$ cat src/rtl/game_spawn_if.sv
`default_nettype none
// +-------------------------------------------------------------------------+
// | game_spawn_if : spawn scheduler <-> game datapath / master FSM bundle   |
// | Revision: 1.0                                                           |
// +-------------------------------------------------------------------------+
interface game_spawn_if #(
  parameter int SCORE_W = 16
) ();
  logic               start;
  logic               frame_tick;
  logic [1:0]         random;
  logic               spawn_ack;
  logic               target_exit;
  logic               collision;
  logic               spawn_req;
  logic [1:0]         spawn_pattern;
  logic [3:0]         speed;
  logic [SCORE_W-1:0] score;
  logic [1:0]         lives;
  logic               playing;
  logic               game_over;

  // Scheduler side: it issues the spawn request, so it is the master.
  modport master (
    input  start, frame_tick, random, spawn_ack, target_exit, collision,
    output spawn_req, spawn_pattern, speed, score, lives, playing, game_over
  );

  modport slave (
    output start, frame_tick, random, spawn_ack, target_exit, collision,
    input  spawn_req, spawn_pattern, speed, score, lives, playing, game_over
  );
endinterface
`default_nettype wire

$ cat src/rtl/game_spawn_scheduler.sv
`default_nettype none
// +-------------------------------------------------------------------------+
// | game_spawn_scheduler : target launch pacing, difficulty, score, lives   |
// | Revision: 1.0                                                           |
// +-------------------------------------------------------------------------+
module game_spawn_scheduler #(
  parameter int SPEED_MIN         = 1,
  parameter int SPEED_MAX         = 7,
  parameter int TARGETS_PER_LEVEL = 5,
  parameter int COOLDOWN_TICKS    = 30,
  parameter int LIVES             = 3,
  parameter int SCORE_W           = 16
) (
  input  wire logic   clk,
  input  wire logic   rst,
  game_spawn_if.master bus
);

  localparam int c_CW = $clog2(COOLDOWN_TICKS + 1);
  localparam int c_PW = (TARGETS_PER_LEVEL > 1) ? $clog2(TARGETS_PER_LEVEL) : 1;

  localparam logic [c_CW-1:0]    c_COOL_LOAD = c_CW'(COOLDOWN_TICKS);
  localparam logic [c_PW-1:0]    c_PROG_LAST = c_PW'(TARGETS_PER_LEVEL - 1);
  localparam logic [3:0]         c_SPD_MIN   = 4'(SPEED_MIN);
  localparam logic [3:0]         c_SPD_MAX   = 4'(SPEED_MAX);
  localparam logic [1:0]         c_LIVES     = 2'(LIVES);
  localparam logic [SCORE_W-1:0] c_SCORE_SAT = {SCORE_W{1'b1}};

  typedef enum logic [2:0] {
    S_IDLE      = 3'd0,
    S_COOLDOWN  = 3'd1,
    S_SPAWN_REQ = 3'd2,
    S_ACTIVE    = 3'd3,
    S_GAME_OVER = 3'd4
  } state_t;

  state_t             r_state;
  logic [c_CW-1:0]    r_cool;
  logic [c_PW-1:0]    r_prog;
  logic [1:0]         r_pattern;
  logic [3:0]         r_speed;
  logic [SCORE_W-1:0] r_score;
  logic [1:0]         r_lives;
  logic               r_coll_d;
  logic               r_spawn_req;
  logic               r_playing;
  logic               r_game_over;

  state_t             w_state_nxt;
  logic [c_CW-1:0]    w_cool_nxt;
  logic [c_PW-1:0]    w_prog_nxt;
  logic [1:0]         w_pattern_nxt;
  logic [3:0]         w_speed_nxt;
  logic [SCORE_W-1:0] w_score_nxt;
  logic [1:0]         w_lives_nxt;
  logic               w_coll_rise;

  assign w_coll_rise = bus.collision & ~r_coll_d;

  always_ff @(posedge clk or posedge rst) begin
    if (rst) begin
      r_state     <= S_IDLE;
      r_cool      <= '0;
      r_prog      <= '0;
      r_pattern   <= 2'd0;
      r_speed     <= c_SPD_MIN;
      r_score     <= '0;
      r_lives     <= c_LIVES;
      r_coll_d    <= 1'b0;
      r_spawn_req <= 1'b0;
      r_playing   <= 1'b0;
      r_game_over <= 1'b0;
    end else begin
      r_state     <= w_state_nxt;
      r_cool      <= w_cool_nxt;
      r_prog      <= w_prog_nxt;
      r_pattern   <= w_pattern_nxt;
      r_speed     <= w_speed_nxt;
      r_score     <= w_score_nxt;
      r_lives     <= w_lives_nxt;
      r_coll_d    <= bus.collision;
      // Status flags follow the next state so they are registered yet in step.
      r_spawn_req <= (w_state_nxt == S_SPAWN_REQ);
      r_playing   <= (w_state_nxt == S_COOLDOWN) || (w_state_nxt == S_SPAWN_REQ) ||
                     (w_state_nxt == S_ACTIVE);
      r_game_over <= (w_state_nxt == S_GAME_OVER);
    end
  end

  always_comb begin
    w_state_nxt   = r_state;
    w_cool_nxt    = r_cool;
    w_prog_nxt    = r_prog;
    w_pattern_nxt = r_pattern;
    w_speed_nxt   = r_speed;
    w_score_nxt   = r_score;
    w_lives_nxt   = r_lives;

    case (r_state)
      S_IDLE, S_GAME_OVER: begin
        if (bus.start) begin
          w_state_nxt = S_COOLDOWN;
          w_cool_nxt  = c_COOL_LOAD;
          w_prog_nxt  = '0;
          w_speed_nxt = c_SPD_MIN;
          w_score_nxt = '0;
          w_lives_nxt = c_LIVES;
        end
      end

      S_COOLDOWN: begin
        if (bus.start) begin
          w_cool_nxt  = c_COOL_LOAD;
          w_prog_nxt  = '0;
          w_speed_nxt = c_SPD_MIN;
          w_score_nxt = '0;
          w_lives_nxt = c_LIVES;
        end else if (bus.frame_tick) begin
          w_cool_nxt = r_cool - 1'b1;
          if (r_cool == c_CW'(1)) begin
            w_state_nxt   = S_SPAWN_REQ;
            w_pattern_nxt = bus.random;
          end
        end
      end

      S_SPAWN_REQ: begin
        if (bus.spawn_ack) begin
          w_state_nxt = S_ACTIVE;
        end
      end

      S_ACTIVE: begin
        // A collision edge outranks a simultaneous exit: the target was hit.
        if (w_coll_rise) begin
          w_lives_nxt = (r_lives != 2'd0) ? r_lives - 2'd1 : 2'd0;
          w_speed_nxt = c_SPD_MIN;
          w_prog_nxt  = '0;
          if (r_lives <= 2'd1) begin
            w_state_nxt = S_GAME_OVER;
          end else begin
            w_state_nxt = S_COOLDOWN;
            w_cool_nxt  = c_COOL_LOAD;
          end
        end else if (bus.target_exit) begin
          w_state_nxt = S_COOLDOWN;
          w_cool_nxt  = c_COOL_LOAD;
          if (r_score != c_SCORE_SAT) begin
            w_score_nxt = r_score + SCORE_W'(1);
          end
          if (r_prog == c_PROG_LAST) begin
            w_prog_nxt = '0;
            if (r_speed < c_SPD_MAX) begin
              w_speed_nxt = r_speed + 4'd1;
            end
          end else begin
            w_prog_nxt = r_prog + 1'b1;
          end
        end
      end

      default: begin
        w_state_nxt = S_IDLE;
      end
    endcase
  end

  assign bus.spawn_req     = r_spawn_req;
  assign bus.spawn_pattern = r_pattern;
  assign bus.speed         = r_speed;
  assign bus.score         = r_score;
  assign bus.lives         = r_lives;
  assign bus.playing       = r_playing;
  assign bus.game_over     = r_game_over;

endmodule
`default_nettype wire

$ cat src/flat_wrapper.sv
// flat-port wrapper written by rule: the top's interface ports become plain ports
module game_spawn_scheduler_flat 
#(
  parameter int SPEED_MIN         = 1,
  parameter int SPEED_MAX         = 7,
  parameter int TARGETS_PER_LEVEL = 5,
  parameter int COOLDOWN_TICKS    = 30,
  parameter int LIVES             = 3,
  parameter int SCORE_W           = 16
)
  (clk, rst, bus_start, bus_frame_tick, bus_random, bus_spawn_ack, bus_target_exit, bus_collision, bus_spawn_req, bus_spawn_pattern, bus_speed, bus_score, bus_lives, bus_playing, bus_game_over);
  game_spawn_if #(.SCORE_W(SCORE_W)) bus_i ();
  input  wire logic clk;
  input  wire logic rst;
  input wire logic [$bits(bus_i.start)-1:0] bus_start;
  input wire logic [$bits(bus_i.frame_tick)-1:0] bus_frame_tick;
  input wire logic [$bits(bus_i.random)-1:0] bus_random;
  input wire logic [$bits(bus_i.spawn_ack)-1:0] bus_spawn_ack;
  input wire logic [$bits(bus_i.target_exit)-1:0] bus_target_exit;
  input wire logic [$bits(bus_i.collision)-1:0] bus_collision;
  output wire logic [$bits(bus_i.spawn_req)-1:0] bus_spawn_req;
  output wire logic [$bits(bus_i.spawn_pattern)-1:0] bus_spawn_pattern;
  output wire logic [$bits(bus_i.speed)-1:0] bus_speed;
  output wire logic [$bits(bus_i.score)-1:0] bus_score;
  output wire logic [$bits(bus_i.lives)-1:0] bus_lives;
  output wire logic [$bits(bus_i.playing)-1:0] bus_playing;
  output wire logic [$bits(bus_i.game_over)-1:0] bus_game_over;
  assign bus_i.start = bus_start;
  assign bus_i.frame_tick = bus_frame_tick;
  assign bus_i.random = bus_random;
  assign bus_i.spawn_ack = bus_spawn_ack;
  assign bus_i.target_exit = bus_target_exit;
  assign bus_i.collision = bus_collision;
  assign bus_spawn_req = bus_i.spawn_req;
  assign bus_spawn_pattern = bus_i.spawn_pattern;
  assign bus_speed = bus_i.speed;
  assign bus_score = bus_i.score;
  assign bus_lives = bus_i.lives;
  assign bus_playing = bus_i.playing;
  assign bus_game_over = bus_i.game_over;
  game_spawn_scheduler #(.SPEED_MIN(SPEED_MIN), .SPEED_MAX(SPEED_MAX), .TARGETS_PER_LEVEL(TARGETS_PER_LEVEL), .COOLDOWN_TICKS(COOLDOWN_TICKS), .LIVES(LIVES), .SCORE_W(SCORE_W)) u_core (.clk(clk), .rst(rst), .bus(bus_i));
endmodule
$ cat config.mk
export PLATFORM = sky130hd
export DESIGN_NAME = game_spawn_scheduler_flat
export DESIGN_NICKNAME = d
export VERILOG_FILES = /design/src/rtl/game_spawn_if.sv /design/src/rtl/game_spawn_scheduler.sv /design/src/flat_wrapper.sv
export SDC_FILE = /design/constraint.sdc
export NUM_CORES = 1
export LEC_CHECK = 0
export ABC_AREA = 1
export BUFFER_PORTS_ARGS = -buffer_cell sky130_fd_sc_hd__buf_2
export CAP_MARGIN = 30
export CORE_ASPECT_RATIO = 1.2
export CORE_MARGIN = 3
export CORE_UTILIZATION = 41
export CTS_CLUSTER_SIZE = 28
export DETAILED_ROUTE_END_ITERATION = 7
export PLACE_DENSITY = 0.61
export SYNTH_ARGS = -nofsm -noshare
export SYNTH_HDL_FRONTEND = slang
export SYNTH_SLANG_ARGS = --single-unit
$ cat constraint.sdc
create_clock -name clk -period 1.31 [get_ports clk]
set_input_delay 0.1965 -clock clk [delete_from_list [all_inputs] [get_ports clk]]
set_output_delay 0.1965 -clock clk [all_outputs]
set_load 0.01 [all_outputs]
==> summary.txt, run 1 <==
Detailed routing
  – Post-route ant nets: 0
  – DR DRC count: 0
  – WL final: 6080 um
  – Initial drt markers: 179
  – Mean routed wirelength per cell: 12.5 um
  – Routed vias/inst: 4.83
  – Vias post-DR: 2341
  – DRT Pass-1 Iters: 4

Outcome
  – Status: finished with violations
  – Failing checks: setup timing

Cells and area
  – N_diodes: 0
  – Share of layout cells above drive strength 1: 42.8%
  – Final non-filler cell total: 485
  – Fillers: 461
  – Final net count: 437
  – FF/Latch Area: 980 um^2
  – Multi-input gate area: 1400 um^2
  – Area grow syn2layout: 51.2%
  – Final core area utilization: 64.7%

Power
  – Seq pwr share: 38.6%
  – Fraction of power spent switching nets: 33.1%
  – Combinational fraction of design power: 34.2%
  – Internal: 0.00260 W
  – P per Cell Area: 1130 nW/um^2
  – Switching power: 0.00129 W
  – Peak supply drop: 0.842 mV
  – Clk pwr share: 27.3%
  – Leak: 1.73 nW
  – Tot Pwr: 0.00389 W

Die
  – Io pins: 36
  – Die footprint: 6500 um^2
  – Die X: 74.1 um
  – Core area: 5330 um^2
  – Initial Utilization: 42.8%
  – Chip height: 87.8 um
  – Core Rows: 29

Clocking
  – CTS Sinks: 39
  – Reg clk slew, reported paths: 0.08 ns
  – TritonCTS clock tree: yes
  – Max H-tree Level: 2
  – Worst skew pair latency: 0.29 ns
  – Clk root buf: clkbuf_8
  – Num CTS Buffers: 5
  – Clock tree buffer depth: 2

Yosys
  – Seq cells post-synth: 39
  – Synth Flop Type: dfrtp_1
  – Synth Warn #: 0
  – Synth Area per Inst: 7.16 um^2
  – Distinct cell type count after synthesis: 26
  – Cells after Synth: 319
  – Register area share after synthesis: 42.9%
  – Post-Syn Area: 2280 um^2
  – Post-Syn Nets: 334
  – Post-synth EDFFs: 0
  – Async set or reset register ratio after synthesis: 100%

Global route
  – First-pass GRT wire length: 9950 um
  – Initial antenna violation count: 0
  – Total GRT Usage: 19.6%
  – Overflow after GRT: 0
  – Pin count of the biggest net entering global routing: 40
  – Vias in the first global route: 2172

Setup path
  – Reg2reg setup slack: -0.14 ns
  – R2r endpoint: u_core.bus.speed[3]
  – Slowest cell on crit path: dfstp_2
  – CP delay by family, top: flip-flops
  – CP most frequent cell: nand2_1
  – CP Launch Type: flip-flop
  – Worst path required time: 1.52 ns
  – CP startpoint: u_core.bus.speed[0]
  – Crit Path Class: flip-flop to flip-flop
  – Critical path, cell by cell: ha_4, nand2_1, inv_2, nor2_1, a21oi_1, inv_1, nand2_4, nand2_1, o21ai_0
  – FF-to-FF path depth: 9
  – Worst stage delay on the critical path: 0.58 ns
  – WP data arrival: 1.66 ns
  – Crit path capture type: flip-flop
  – CP bufs+invs: 2
  – Crit-path max FO: 7
  – Worst r2r src: u_core.bus.speed[0]

Job
  – Max-cap violations: 0

STA
  – WHS: 0.0429 ns
  – RSZ-0062 raised after global routing: true
  – Slew @ Worst Pin: 0.304 ns
  – Final setup viols: 32
  – Final Skew: 0.00781 ns
  – Worst slew margin: 79.7%
  – Final setup margin: -0.137 ns
  – Max Clock Freq: 691 MHz
  – Fin crit period: 1.45 ns
  – Fin. max-slew vios: 0
  – Final hold violations: 0
  – Period utilization: 110%

Place
  – Input/output buffers: 35
  – Dpl ws: -0.163 ns
  – Hpwl dp: 4220 um
  – GPL Wtd Cong: 0.819
  – Placed insts: 462

Hold path
  – Worst hold path type: input port to flip-flop
  – Hold path endpoint: u_core.r_coll_d
  – Hold path depth: 1
  – Worst Hold Launch: bus_collision
[timing repair]
action / in CTS / in global routing
pin swaps: 11 / 19
gates cloned: 0 / 1
endpoints found under the setup margin: 36 / 39
buffers inserted: 8 / 6
hold buffers: 1 / 0
hold endpoints to repair: 36 / 0
gates resized for setup: 30 / 52
[how the worst max path moves through the flow]
stage	slack (ns)	end	cells past startpoint
final	-0.14	u_core.bus.speed[3]	9
after global routing	-0.23	u_core.bus.speed[1]	9
after CTS	-0.08	u_core.bus.speed[3]	9
after detailed placement	-0.16	u_core.r_cool[2]	8
after global placement	-0.11	u_core.r_cool[0]	8
after floorplan	-0.07	u_core.bus.score[2]	8
[layer usage]
layer / global-route usage [%] / routed length, um
met1: 25.4 / 2750
met2: 33.2 / 3050
met3: 3.56 / 193
met4: 5.60 / 95
met5: 0 / 0
[cell type report]
type,instances,area share [%]
multi-input cells,240,40.7
clock buffers,6,2.39
well taps,62,2.25
clock inverters,2,1.01
repair buffers,99,21.3
inverters,37,4.02
flip-flops and latches,39,28.4
[through the flow]
stage | setup TNS, ns | instance area [um^2]
2_1_floorplan | -1.41 | 2310
3_3_place_gp | -1.48 | 2940
3_5_place_dp | -3.01 | 2940
4_1_cts | -1.61 | 3230
5_1_grt | -5.83 | 3450
6_report | -2.34 | 3450
[cell families after synthesis]
logic type / after synthesis / share of synthesized area [%]
and+or+nand+nor: 199 / 37.4
buffers and inverters: 40 / 6.85
DFF: 39 / 42.9
AOI/OAI and AO/OA: 26 / 6.08
xor gates and xnor gates: 9 / 3.45
adders and majority gates: 6 / 3.29
[cells in the final DEF, fill, tap and decap left out, types with 2 or more instances in the layout]
cell type / Yosys / final
buf_2: 2 / 34
nand3_4: 1 / 2
dfrtp_1: 36 / 36
nand4_1: 7 / 7
ha_1: 6 / 3
dfstp_2: 3 / 3
nor2_4: 2 / 10
nand2_2: 1 / 18
o21ai_2: 1 / 8
inv_1: 35 / 26
xnor2_1: 2 / 2
nor2_2: 2 / 8
nand3_1: 33 / 30
nand2_1: 105 / 84
a21oi_1: 3 / 3
xor2_1: 7 / 7
ha_4: 0 / 3
buf_4: 1 / 55
nor2_1: 43 / 29
buf_6: 0 / 5
inv_2: 2 / 11
nand2_4: 0 / 4
clkbuf_8: 0 / 6
o21ai_0: 16 / 4
buf_12: 0 / 3
or2_2: 3 / 3
o21ai_1: 3 / 7
nand3_2: 0 / 2
[flip-flops by register name (all words and copies together) (netlist names)]
signal	cells
u_core.bus.score	16
u_core.r_cool	5
u_core.bus.speed	4
u_core.r_prog	3
u_core.r_state	3
u_core.bus.lives	2
u_core.bus.spawn_pattern	2
u_core.bus.game_over	1
u_core.bus.playing	1
u_core.bus.spawn_req	1
u_core.r_coll_d	1
[Yosys cell counts (3+ instances only)]
master / number / area share, %
a21oi_1: 3 / 0.66
dfrtp_1: 36 / 39
dfstp_2: 3 / 3.5
ha_1: 6 / 3.3
inv_1: 35 / 5.8
nand2_1: 105 / 17
nand3_1: 33 / 7.2
nand4_1: 7 / 1.9
nor2_1: 43 / 7.1
o21ai_0: 16 / 3.5
o21ai_1: 3 / 0.66
or2_2: 3 / 0.82
xor2_1: 7 / 2.7
[power by group through the flow]
stage,Clock [W],Combinational (W),Sequential (W)
4_1_cts,0.00109,0.00112,0.00148
3_3_place_gp,0,0.000982,0.00149
3_5_place_dp,0,0.00101,0.00149
5_1_grt,0.00115,0.00148,0.00152
6_report,0.00106,0.00133,0.00150
2_1_floorplan,0,0.000605,0.00151
Power figures use the tool's default switching activity.
==> run 2: changes to the inputs <==
--- a/config.mk
+++ b/config.mk
@@ -8,12 +8,11 @@
 export ABC_AREA = 1
 export BUFFER_PORTS_ARGS = -buffer_cell sky130_fd_sc_hd__buf_2
 export CAP_MARGIN = 30
-export CORE_ASPECT_RATIO = 1.2
 export CORE_MARGIN = 3
 export CORE_UTILIZATION = 41
 export CTS_CLUSTER_SIZE = 28
 export DETAILED_ROUTE_END_ITERATION = 7
-export PLACE_DENSITY = 0.61
+export PLACE_DENSITY_LB_ADDON = 0.12
 export SYNTH_ARGS = -nofsm -noshare
 export SYNTH_HDL_FRONTEND = slang
 export SYNTH_SLANG_ARGS = --single-unit
==> summary.txt, run 2 (synthesis results as in run 1) <==
Hold path
  – Hold path depth: 1
  – Hold path endpoint: u_core.r_coll_d
  – Worst hold path type: input port to flip-flop
  – Worst Hold Launch: bus_collision

Detailed routing
  – Routed vias/inst: 4.90
  – Vias post-DR: 2409
  – Post-route ant nets: 0
  – Mean routed wirelength per cell: 12.5 um
  – Initial drt markers: 120
  – DR DRC count: 0
  – DRT Pass-1 Iters: 4
  – WL final: 6160 um

Clocking
  – Num CTS Buffers: 5
  – Clk root buf: clkbuf_8
  – Max H-tree Level: 2
  – TritonCTS clock tree: yes
  – Reg clk slew, reported paths: 0.08 ns
  – Clock tree buffer depth: 2
  – CTS Sinks: 39
  – Worst skew pair latency: 0.30 ns

Die
  – Core area: 5240 um^2
  – Core Rows: 26
  – Die footprint: 6500 um^2
  – Die X: 80.6 um
  – Initial Utilization: 43.6%
  – Io pins: 36
  – Chip height: 80.6 um

Power
  – Tot Pwr: 0.00393 W
  – Peak supply drop: 1.05 mV
  – Leak: 1.69 nW
  – P per Cell Area: 1140 nW/um^2

Setup path
  – Critical path, cell by cell: inv_2, nand2_2, nand2_2, o21ai_4, inv_2, nand3_4, buf_12, nand2_1, o21ai_0
  – WP data arrival: 1.60 ns
  – Crit path capture type: flip-flop
  – Crit-path max FO: 19
  – R2r endpoint: u_core.bus.score[12]
  – Crit Path Class: flip-flop to flip-flop
  – Slowest cell on crit path: dfrtp_1
  – CP Launch Type: flip-flop
  – Worst r2r src: u_core.r_state[1]
  – Worst path required time: 1.49 ns
  – Worst stage delay on the critical path: 0.44 ns
  – Reg2reg setup slack: -0.11 ns
  – FF-to-FF path depth: 9

Cells and area
  – Area grow syn2layout: 51.3%
  – Max reg flops: 16
  – N_diodes: 0
  – Fin area: 3450 um^2
  – Leading cell types in the layout, fill and taps excluded: 86 x nand2_1, 55 x buf_4, 33 x buf_2, 33 x dfrtp_1, 28 x nand3_1
  – Final net count: 436
  – Commonest non-fill, non-tap cell in the layout: nand2_1
  – Share of layout cells above drive strength 1: 44.5%

Place
  – Dpl cell area: 2950 um^2
  – Hpwl dp: 4190 um
  – Input/output buffers: 35
  – GPL Wtd Cong: 0.841

Global route
  – Pin count of the biggest net entering global routing: 40
  – Vias in the first global route: 2310
  – Overflow after GRT: 0
  – First-pass GRT wire length: 10200 um
  – Initial antenna violation count: 0
  – Total GRT Usage: 20.0%

Outcome
  – Status: finished with violations
  – Failing checks: setup timing

STA
  – Period utilization: 109%
  – RSZ-0062 raised after global routing: true
  – Slew @ Worst Pin: 0.218 ns
  – Final setup viols: 32
  – Max Clock Freq: 702 MHz
  – Fin. max-slew vios: 0
  – Final Skew: 0.00903 ns
  – Fin crit period: 1.42 ns
  – Final setup margin: -0.114 ns
  – Final hold violations: 0
  – Worst slew margin: 85.3%
  – WHS: 0.0265 ns

Job
  – Max-cap violations: 0
[run 2: worst max-delay path by stage]
stage / from / end / slack [ns] / cells after the start
3_3_place_gp: u_core.r_coll_d / u_core.r_cool[0] / -0.11 / 8
4_1_cts: u_core.r_state[2] / u_core.bus.speed[1] / -0.1 / 10
5_1_grt: u_core.r_cool[1] / u_core.bus.spawn_req / -0.19 / 10
2_1_floorplan: u_core.bus.score[0] / u_core.bus.score[2] / -0.07 / 8
3_5_place_dp: u_core.r_coll_d / u_core.r_cool[4] / -0.17 / 8
6_report: u_core.r_state[1] / u_core.bus.score[12] / -0.11 / 9
[run 2: through the flow]
step	TNS, ns	util (%)	cells	setup WS, ns
floorplan	-1.41	-	319	-0.0690
global placement	-1.87	56.4	470	-0.106
detailed placement	-2.89	56.4	470	-0.174
global route	-4.90	66.0	492	-0.193
finish	-1.93	66.0	492	-0.114
CTS	-1.80	61.4	483	-0.0992
[run 2: metal layers]
layer / routed length (um) / track usage (%) / part of all wire, %
met1: 2730 / 25.5 / 44
met2: 3090 / 33.1 / 50
met3: 239 / 3.92 / 3.9
met4: 107 / 8.28 / 1.7
met5: 0 / 0 / 0
[run 2: power by group]
group | internal (W) | total, W | leakage (nW) | switching, W
sequential | 0.00136 | 0.00151 | 0.505 | 0.000147
combinational | 0.000639 | 0.00136 | 1.13 | 0.000718
clock | 0.000617 | 0.00107 | 0.0612 | 0.000451
[run 2: final cells by class]
type,count,area [um^2]
fill,433,1780
tap,70,87.6
clock inverter,2,35.0
inverter,37,139
sequential,39,983
timing repair buffer,98,716
multi-input combinational,240,1410
clock buffer,6,82.6
[run 2: critical path: cells and delay by family, from the launching register on]
kind                   cells  cell delay (ns)
AOI/OAI and AO/OA          2             0.15
and+or+nand+nor            4             0.33
buffers and inverters      3             0.39
DFF                        1             0.44
[run 2: timing repair]
item                                   4_1_cts  5_1_grt
cloned                                       0        0
resized for setup                           33       60
pin swaps                                    9       20
hold buffers                                 1        0
buffers inserted                             4        9
setup endpoints to repair                   38       38
endpoints found under the hold margin       36        0
==> run 3: changes to the inputs <==
==> constraint.sdc (replaced) <==
create_clock -name clk -period 1.4 [get_ports clk]
set_input_delay 0.21 -clock clk [delete_from_list [all_inputs] [get_ports clk]]
set_output_delay 0.21 -clock clk [all_outputs]
set_load 0.01 [all_outputs]
==> summary.txt, run 3 (synthesis results as in run 1) <==
Clocking
  – Worst skew pair latency: 0.29 ns
  – Clock tree buffer depth: 2
  – TritonCTS clock tree: yes
  – Max H-tree Level: 2
  – Clk root buf: clkbuf_8
  – Reg clk slew, reported paths: 0.08 ns
  – Num CTS Buffers: 5
  – CTS Sinks: 39

STA
  – Slew @ Worst Pin: 0.231 ns
  – Period utilization: 98.7%
  – Worst slew margin: 84.5%
  – Final Skew: 0.00456 ns
  – Final hold violations: 0
  – Fin crit period: 1.38 ns
  – Fin. max-slew vios: 0
  – RSZ-0062 raised after global routing: true
  – Max Clock Freq: 723 MHz
  – Final setup viols: 0

Global route
  – M1 GR Usage: 23.4%
  – Met2 Usage GRT: 32.3%
  – Overflow after GRT: 0
  – Pin count of the biggest net entering global routing: 40
  – Busiest grt layer: met2
  – Total GRT Usage: 18.6%
  – Met3 global-route usage: 3.81%
  – Initial antenna violation count: 0
  – First-pass GRT wire length: 9430 um
  – Vias in the first global route: 2180

Setup path
  – FF-to-FF path depth: 8
  – WP data arrival: 1.57 ns
  – Crit path capture type: flip-flop
  – Crit-path max FO: 7
  – CP Launch Type: flip-flop
  – R2r endpoint: u_core.bus.speed[2]
  – Reg2reg setup slack: 0.02 ns
  – Crit Path Class: flip-flop to flip-flop
  – Worst r2r src: u_core.r_state[1]
  – Worst path required time: 1.58 ns

Die
  – Core Rows: 26
  – Chip height: 80.6 um
  – Initial Utilization: 43.6%
  – Io pins: 36
  – Die footprint: 6500 um^2
  – Die X: 80.6 um
  – Core area: 5240 um^2

Detailed routing
  – Initial drt markers: 71
  – WL final: 5940 um
  – DRT Pass-1 Iters: 4
  – Post-route ant nets: 0
  – Routed vias/inst: 4.77
  – Vias post-DR: 2313
  – DR DRC count: 0
  – Mean routed wirelength per cell: 12.2 um

Cells and area
  – N_diodes: 0
  – Share of layout cells above drive strength 1: 43.6%
  – Final core area utilization: 64.1%
  – Area grow syn2layout: 47.0%
  – Leading cell types in the layout, fill and taps excluded: 88 x nand2_1, 45 x buf_4, 35 x buf_2
  – Max reg flops: 16
  – Commonest non-fill, non-tap cell in the layout: nand2_1
  – Fin area: 3360 um^2
  – Final net count: 429

Place
  – Dpl cell area: 2890 um^2
  – GPL Wtd Cong: 0.805
  – Input/output buffers: 35
  – Hpwl dp: 4180 um

Job
  – Max-cap violations: 0

Hold path
  – Hold path endpoint: u_core.r_coll_d
  – Worst hold path type: input port to flip-flop
  – Hold path depth: 1
  – Worst Hold Launch: bus_collision

Power
  – Peak supply drop: 0.725 mV
  – Leak: 1.66 nW
  – P per Cell Area: 976 nW/um^2

Outcome
  – Status: completed
[run 3: power breakdown]
| group | total [W] | leakage [nW] | switching, W | internal, W |
|---|---|---|---|---|
| clock | 0.000759 | 0.0422 | 0.000409 | 0.000351 |
| sequential | 0.00142 | 0.504 | 0.000143 | 0.00127 |
| combinational | 0.00110 | 1.12 | 0.000619 | 0.000481 |
| total | 0.00327 | 1.66 | 0.00117 | 0.00210 |
[run 3: layout make-up]
cell class | instances | area (um^2)
fillers | 486 | 1880
multi-input cells | 240 | 1420
flip-flops and latches | 39 | 983
repair buffers | 91 | 644
inverters | 37 | 139
well taps | 70 | 87.6
clock buffers | 7 | 76.3
clock inverters | 1 | 5.00
[run 3: per-layer routing]
metal / share of wire [%] / routed length [um]
met1: 45 / 2670
met2: 50 / 2990
met3: 3.6 / 215
met4: 1.1 / 65
met5: 0 / 0
[run 3: critical path: stages (launching register included)]
cell and delay [ns]:
dfrtp_2 0.45, inv_2 0.10, nand2_2 0.06, nand2_2 0.10, o21ai_4 0.08, nor2_4 0.22
nand2_4 0.11, nand2_1 0.10, o21ai_2 0.06
[run 3: worst max-delay path by stage]
| stage | startpoint | end | slack, ns | cells past startpoint |
|---|---|---|---|---|
| floorplan | u_core.bus.score[0] | u_core.bus.score[10] | 0.0006 | 7 |
| global placement | u_core.r_coll_d | u_core.r_cool[2] | -0.06 | 8 |
| detailed placement | u_core.r_coll_d | u_core.r_cool[2] | -0.08 | 8 |
| CTS | u_core.r_state[2] | u_core.r_cool[2] | -0.004 | 10 |
| global route | u_core.bus.speed[0] | u_core.bus.speed[2] | -0.1 | 9 |
| finish | u_core.r_state[1] | u_core.bus.speed[2] | 0.02 | 8 |
[run 3: through the flow]
step	hold WS, ns	std cells	setup TNS [ns]	total power [W]	setup slack, ns
2_1_floorplan	0.241	319	0	0.00197	0.000575
3_3_place_gp	0.279	466	-0.290	0.00227	-0.0598
3_5_place_dp	0.285	466	-0.487	0.00228	-0.0785
4_1_cts	0.0456	477	-0.00527	0.00305	-0.00377
5_1_grt	0.0377	485	-1.54	0.00350	-0.0958
6_report	0.0452	485	0	0.00327	0.0178
[run 3: repair_timing]
item,4_1_cts,5_1_grt
resized for setup,10,95
setup endpoints to repair,20,32
setup buffers,2,9
hold endpoints to repair,36,0
hold buffers,1,0
pin swaps,2,17
